[src/rtl/hazard_scoreboard.sv]
// hazard_scoreboard
//   Per-register pending-write scoreboard for an in-order pipeline. Each
//   tracked register holds a small down-counter loaded when a producer issues
//   from ID; a consumer in ID stalls while the producer's remaining latency
//   exceeds what forwarding can cover. Branches resolve in ID and read the
//   register file directly, so they stall on any nonzero count.
//
//   Optional feature: define HAZARD_STALL_CNT_EN to add stall_count, a
//   saturating 16-bit count of stalled cycles.
//
// Ports
//   clock                    rising-edge clock
//   reset                    asynchronous active-high reset
//   id_valid                 instruction present in IF/ID
//   id_rs, id_rt             source register indices
//   id_use_rs, id_use_rt     source is actually read
//   id_branch                instruction resolves in ID (no forwarding)
//   id_wr_en, id_wr_reg      destination write enable / index
//   id_load                  producer is a load
//   flush                    squash the IF/ID instruction this cycle
//   stall                    hold PC and IF/ID, bubble into ID/EX
//   pending                  bit r set while counter r is nonzero
//   stall_count              (HAZARD_STALL_CNT_EN only) stalled-cycle count

// One register's remaining-latency counter. It always counts down toward
// zero; a load strobe replaces the decremented value with the larger of the
// new latency and what is left of the older producer.
module hazard_reg_cnt #(
    parameter int CW = 2
) (
    input  logic          clock,
    input  logic          reset,
    input  logic          ld,
    input  logic [CW-1:0] ld_val,
    output logic [CW-1:0] cnt_q
);
    logic [CW-1:0] cnt_d;
    logic [CW-1:0] dec;

    always_comb begin
        dec   = (cnt_q != '0) ? cnt_q - CW'(1) : cnt_q;
        cnt_d = dec;
        if (ld) begin
            cnt_d = (ld_val > dec) ? ld_val : dec;
        end
    end

    always_ff @(posedge clock or posedge reset) begin
        if (reset) cnt_q <= '0;
        else       cnt_q <= cnt_d;
    end
endmodule

module hazard_scoreboard #(
    parameter int NREG      = 32,
    parameter int RW        = 5,
    parameter int ALU_LAT   = 1,
    parameter int LOAD_LAT  = 2,
    parameter int FWD_SLACK = 1,
    parameter int CW        = 2
) (
    input  logic            clock,
    input  logic            reset,
    input  logic            id_valid,
    input  logic [RW-1:0]   id_rs,
    input  logic [RW-1:0]   id_rt,
    input  logic            id_use_rs,
    input  logic            id_use_rt,
    input  logic            id_branch,
    input  logic            id_wr_en,
    input  logic [RW-1:0]   id_wr_reg,
    input  logic            id_load,
    input  logic            flush,
    output logic            stall,
    output logic [NREG-1:0] pending
`ifdef HAZARD_STALL_CNT_EN
    ,
    output logic [15:0]     stall_count
`endif
);
    localparam logic [CW-1:0] ALU_L  = CW'(ALU_LAT);
    localparam logic [CW-1:0] LOAD_L = CW'(LOAD_LAT);

    // Slot 0 is a constant zero so r0 never looks busy and indexing stays simple.
    logic [NREG-1:0][CW-1:0] cnt_all;
    logic [CW-1:0]           rs_cnt, rt_cnt;
    logic [31:0]             thr;
    logic                    rs_haz, rt_haz;
    logic                    wr_fire;
    logic [CW-1:0]           ld_val;

    assign cnt_all[0] = '0;

    always_comb begin
        rs_cnt = (32'(id_rs) < NREG) ? cnt_all[id_rs] : '0;
        rt_cnt = (32'(id_rt) < NREG) ? cnt_all[id_rt] : '0;
        // ID-resolved branches get no forwarding: any outstanding write hazards.
        thr    = id_branch ? 32'd0 : 32'(FWD_SLACK);
        rs_haz = id_use_rs && (id_rs != '0) && (32'(rs_cnt) > thr);
        rt_haz = id_use_rt && (id_rt != '0) && (32'(rt_cnt) > thr);
        // Hazards use the registered counters only, so an instruction that
        // reads its own destination never sees its own write.
        stall  = !reset && id_valid && !flush && (rs_haz || rt_haz);
        wr_fire = id_valid && !stall && !flush && id_wr_en && (id_wr_reg != '0);
        ld_val  = id_load ? LOAD_L : ALU_L;
    end

    for (genvar g = 1; g < NREG; g++) begin : g_reg
        hazard_reg_cnt #(.CW(CW)) u_cnt (
            .clock  (clock),
            .reset  (reset),
            .ld     (wr_fire && (id_wr_reg == RW'(g))),
            .ld_val (ld_val),
            .cnt_q  (cnt_all[g])
        );
    end

    always_comb begin
        pending = '0;
        for (int r = 1; r < NREG; r++) begin
            pending[r] = |cnt_all[r];
        end
    end

`ifdef HAZARD_STALL_CNT_EN
    logic [15:0] stall_count_q, stall_count_d;

    always_comb begin
        stall_count_d = stall_count_q;
        if (stall && (stall_count_q != 16'hFFFF)) begin
            stall_count_d = stall_count_q + 16'd1;
        end
    end

    always_ff @(posedge clock or posedge reset) begin
        if (reset) stall_count_q <= '0;
        else       stall_count_q <= stall_count_d;
    end

    assign stall_count = stall_count_q;
`else
    // No stall statistics in this build.
`endif
endmodule
[config.mk]
export PLATFORM = sky130hd
export DESIGN_NAME = hazard_scoreboard
export DESIGN_NICKNAME = d
export VERILOG_FILES = /design/src/rtl/hazard_scoreboard.sv
export SDC_FILE = /design/constraint.sdc
export NUM_CORES = 1
export LEC_CHECK = 0
export BUFFER_PORTS_ARGS = -buffer_cell sky130_fd_sc_hd__buf_4
export CORE_MARGIN = 2
export CORE_UTILIZATION = 40
export DETAILED_ROUTE_END_ITERATION = 12
export MAX_ROUTING_LAYER = met4
export PLACE_DENSITY_LB_ADDON = 0.2
export SYNTH_ARGS = -nofsm -noshare
export SYNTH_HDL_FRONTEND = slang
export SYNTH_SLANG_ARGS = --single-unit
export TNS_END_PERCENT = 100
[constraint.sdc]
create_clock -name clock -period 6.3 [get_ports clock]
set_input_delay 0.63 -clock clock [delete_from_list [all_inputs] [get_ports clock]]
set_output_delay 0.63 -clock clock [all_outputs]
set_load 0.02 [all_outputs]
# Word level (Yosys, flattened, before mapping)
# Cells that the tools add are included.
[word_totals]
latch_bits = 0
register_bits = 62
romBits = 0
out_inout_bits = 33
wordCells = 338
mem_count = 0
mem_bits_rw = 0
[classes]
shifts = 0
magnitude_cmp = 35
n_bitwise = 0
n_mux = 99
n_eq_ne = 31
reduce_logical = 111
add_sub_neg = 31
n_div = 0
n_mul = 0
[ops]
columns = ["operator", "count"]
rows = [
  ["2-bit 2-to-1 mux", 96],
  ["5-bit equality test (second input constant)", 16],
  ["2-bit > comparator", 31],
  ["2-bit nonzero test", 31],
  ["2-bit OR reduction", 31],
  ["2-bit by 1-bit subtractor with 2-bit output (second input constant)", 31],
  ["1-bit logical AND", 42],
  ["5-bit by 4-bit equality test with 1-bit output (second input constant)", 8],
  ["2-bit binary-select mux with 5-bit select", 2],
  ["5-bit by 3-bit equality test with 1-bit output (second input constant)", 4],
  ["5-bit nonzero test", 3],
  ["5-bit by 6-bit less-than comparator with 1-bit output (second input constant)", 2],
  ["5-bit by 2-bit equality test with 1-bit output (second input constant)", 2],
  ["5-bit by 1-bit equality test with 1-bit output (second input constant)", 1],
  ["2-bit by 1-bit > comparator with 1-bit output", 2],
  ["1-bit zero test", 3],
  ["1-bit logical OR", 1],
  ["1-bit 2-to-1 mux", 1],
]

# Depth between registers and ports, before layout
[depth]
ltp_word = 13
mapped_depth = 16

# Cells and area by module
# A second synthesis with hierarchy kept.
[hier_totals]
hier_cells = 708
area_unflattened_um2 = 6687.7
[modules_own_cells]
columns = ["module", "area_per_inst_um2", "cells_each", "seq_area_each_um2", "instances"]
rows = [
  ["hazard_reg_cnt", 146.4, 15, 50.0, 31],
  ["hazard_scoreboard", 2149.6, 243, 0.0, 1],
]

# Worst setup path after synthesis
# No wires, ideal clock.
[synth_path]
path_kind = "input to output"
start = "input id_rs[1]"
end = "output stall"
required_time_ns = 5.670
path_buffers = 3
arrival_time_ns = 4.002
path_stages = 15
slack_ns = 1.668
cell_sequence = "buf_1 > clkbuf_1 > mux2_2 > nand2_1 > o21ai_0 > mux4_2 > mux2i_1 > ha_1 > nor2_1 > a21oi_1 > o311a_1 > nor2_2 > clkbuf_1 > nor2_1 > nor3b_1"
[synth_between]
elab_chain_cells = 6
[synth_rtl]
columns = ["element", "line_no", "text"]
rows = [
  ["start: declaration", "65", "input logic [RW-1:0] id_rs,"],
  ["2-bit binary-select mux with 5-bit select", "95", "rs_cnt = (32'(id_rs) < NREG) ? cnt_all[id_rs] : '0;"],
  ["2-bit 2-to-1 mux (implied by the code)", "95", ""],
  ["2-bit by 1-bit > comparator with 1-bit output", "99", "rs_haz = id_use_rs && (id_rs != '0) && (32'(rs_cnt) > thr);"],
  ["1-bit logical AND *", "99", ""],
  ["1-bit logical OR *", "103", "stall = !reset && id_valid && !flush && (rs_haz || rt_haz);"],
  ["1-bit logical AND *", "103", ""],
  ["end: declaration", "74", "output logic stall,"],
]
# Every way passes the cells marked *; elsewhere a longest branch is shown, timed or not. The select of a mux whose other input is x is not followed.

# Worst setup path after layout
[layout_path]
start = "input id_rt[0]"
end = "output stall"
[layout_between]
elab_chain_cells = 6
[layout_rtl]
columns = ["element", "line_no", "text"]
rows = [
  ["start: declaration", "66", "input logic [RW-1:0] id_rt,"],
  ["2-bit binary-select mux with 5-bit select", "96", "rt_cnt = (32'(id_rt) < NREG) ? cnt_all[id_rt] : '0;"],
  ["2-bit 2-to-1 mux (implied by the code)", "96", ""],
  ["2-bit by 1-bit > comparator with 1-bit output", "100", "rt_haz = id_use_rt && (id_rt != '0) && (32'(rt_cnt) > thr);"],
  ["1-bit logical AND *", "100", ""],
  ["1-bit logical OR *", "103", ""],
  ["1-bit logical AND *", "103", ""],
]
# Marked as above.

==> out/results.tsv <==
metric	value	unit
cts_tree	yes	
rows	36	
place_hpwl	7900	µm
ant_nets	0	
clockRootBuffer	clkbuf_8	
hold_path_class	in -> async	
cp_slowest_cell	a32o_1	
cts_max_path_buffers	2	
required	5.67	ns
numClockSinks	62	
relSlewSlack	19.1	%
startpoint_type	input port	
synthFlopType	dfrtp_1	
finalHoldViolCount	0	
synthDominantCellAreaShare	38.7	%
drtPass1Iterations	4	
largest_reg_flops	62	
final_nets	446	
max_freq	221	MHz
diodes	0	
cts_resized	0	
p_leak	2.18	nW
worst_path_most_repeated_cell	nor2_1	
globalplace.congestion	0.863	
finalClockSkew	0.00950	ns
io_buffers	55	
crit_type	in -> out	
finalCriticalPeriod	4.53	ns
ys_warn_count	0	
ys_types	45	
grt_max_degree	41	
synth.top_cells.by_area	dfrtp_1 39%, mux4_2 17%, or2_2 4.8%	
async_reset_ff_share	100	%
slew_viol_final	0	
wire_per_inst	19.4	µm
synth_seq_cells	62	
first_iter_violations	254	
gr-usage-all-layers	21.9	%
slowest_delay	0.65	ns
drive_above_1_share	33.2	%
worstPathCellList	buf_4 -> mux2_2 -> a22o_1 -> mux4_2 -> mux2i_1 -> ha_1 -> nor2_1 -> a21oi_1 -> nor2_1 -> a32o_1 -> nor2_1 -> nor3b_1 -> buf_4	
vdd_drop_max	0.0965	mV
viasPerCell	5.91	
cap_violations	0	
htreeDepth	3	
initial_core_util	41.0	%
routed_wl	10800	µm
rsz0062_at_grt	no	
worstMarginPinSlew	1.21	ns
die_x	104	µm
power-per-cell-area	177	mW/mm²
cts_setup_buffers	0	
crit_path_end_kind	primary output	
drc_errors	0	
syn_avg_cell_area	10.7	µm²
p_total	0.000824	W
antenna_found_initial	0	
fin_crit_sh	72.0	%
die_h	104	µm
area_growth	16.2	%
synth_cells	376	
clk_latency	0.35	ns
regMostFlops	g.u_cnt.cnt_q	
fp.dieArea	0.0108	mm²
syn-cell-area	0.00401	mm²
clkTransAtPathRegs	0.07	ns
grt_pass1_vias	3160	
ys_seq_area_share	38.7	%
core_area	0.00977	mm²
cts_hold_buffers	0	
cp.arrival	3.90	ns
synth_area_leader_cell	dfrtp_1	
synth_edf_count	0	
largestRegisters	g.u_cnt.cnt_q: 62 flops	
ios	57	
critPathMaxFanout	19	
status	complete, no violations	
synth_nets	402	
vias	3296	
cts_made_buffers	9	
overflow	0	
tns	0	ns
setup_viol	0	
grt_pass1_wl	17900	µm
whs	0.311	ns
## critical path, delay by kind of cell
| family | cells | cell delay (ns) |
|---|---|---|
| adder cells (fa/ha/maj) | 1 | 0.24 |
| buffers and inverters | 2 | 0.46 |
| AO/OA/AOI/OAI | 3 | 0.97 |
| AND/OR/NAND/NOR | 4 | 0.62 |
| multiplexers | 3 | 0.97 |
## placed cells by master, fill, tap and decap left out, drive strengths merged, types with 2 or more instances in the layout
cell,instances
dfrtp,62
buf,56
nand2,34
or2,31
mux4,30
o21ai,19
nand2b,19
o32ai,19
a21o,18
nor4,15
nor2,14
o31ai,13
inv,13
clkbuf,11
nor2b,9
o211ai,9
mux2i,7
mux2,6
nand3,6
a21oi,4
clkinv,4
a211oi,3
nor3b,2
or4b,2
ha,2
## cells by family (layout without fill, tap and decap cells)
kind of cell	count (synthesis)	after routing	synth area share [%]
AND/OR/NAND/NOR	138	138	18.8
AO/OA/AOI/OAI	94	94	17.2
buffers and inverters	36	85	4.34
flip-flops	62	62	38.7
adder cells (fa/ha/maj)	2	2	0.624
multiplexers	43	43	20.3
other	1	1	0.0935
## metrics by stage
step | cells | utilization [%] | setup WS (ns) | instance area [µm²]
6_report | 558 | 47.7 | 1.77 | 4660
2_1_floorplan | 376 | - | 1.67 | 4010
3_3_place_gp | 542 | 45.8 | 1.89 | 4480
3_5_place_dp | 542 | 45.8 | 1.79 | 4480
4_1_cts | 558 | 47.7 | 1.77 | 4660
5_1_grt | 558 | 47.7 | 1.51 | 4660
## layout make-up
cell class / count / area [µm²]
timing repair buffer: 56 / 420
inverter: 13 / 48.8
fill: 918 / 5110
sequential: 62 / 1550
multi-input combinational: 278 / 2290
clock buffer: 11 / 131
tap: 133 / 166
clock inverter: 5 / 50.0
## per-layer routing
layer	track usage (%)	vias to the layer above	part of all wire, %
li1	-	1524	-
met1	31.4	1646	47
met2	31.9	109	46
met3	4.07	17	5.6
met4	5.98	0	1.6
met5	-	-	0
## report_power, final
group	internal, W	total [W]	switching [W]
clock network	0.000180	0.000340	0.000160
logic	0.0000294	0.0000837	0.0000543
registers	0.000399	0.000400	0.00000135
total	0.000608	0.000824	0.000216
## synth_stat cells, types with 2 or more instances
cell / instances
inv_1: 13
o21ai_0: 19
a21o_1: 18
buf_1: 2
or2_2: 31
mux4_2: 30
nor2_1: 13
a211oi_1: 3
nor4_1: 15
ha_1: 2
o32ai_1: 18
o31ai_1: 13
nor3b_1: 2
nand2b_1: 19
clkbuf_1: 9
a21oi_1: 4
nand2_1: 34
buf_4: 2
mux2_2: 6
dfrtp_1: 62
nand3_1: 6
or4b_1: 2
o211ai_1: 9
buf_6: 3
buf_2: 7
mux2i_1: 7
nor2b_1: 9
## path summary, 6_finish.rpt
check	slack, ns	to	depth (start not counted)	from
max in group asynchronous	5.07	g_reg[14].u_cnt.cnt_q[1]	3	reset
worst min register to register	0.55	g_reg[23].u_cnt.cnt_q[1]	2	g_reg[23].u_cnt.cnt_q[0]
worst max-delay path	1.77	stall	13	id_rt[0]
worst min-delay path	0.31	g_reg[16].u_cnt.cnt_q[1]	2	reset
worst max register to register	2.45	g_reg[1].u_cnt.cnt_q[0]	10	g_reg[31].u_cnt.cnt_q[0]
min in group clock	0.55	g_reg[23].u_cnt.cnt_q[1]	2	g_reg[23].u_cnt.cnt_q[0]
Power figures use the tool's default switching activity.
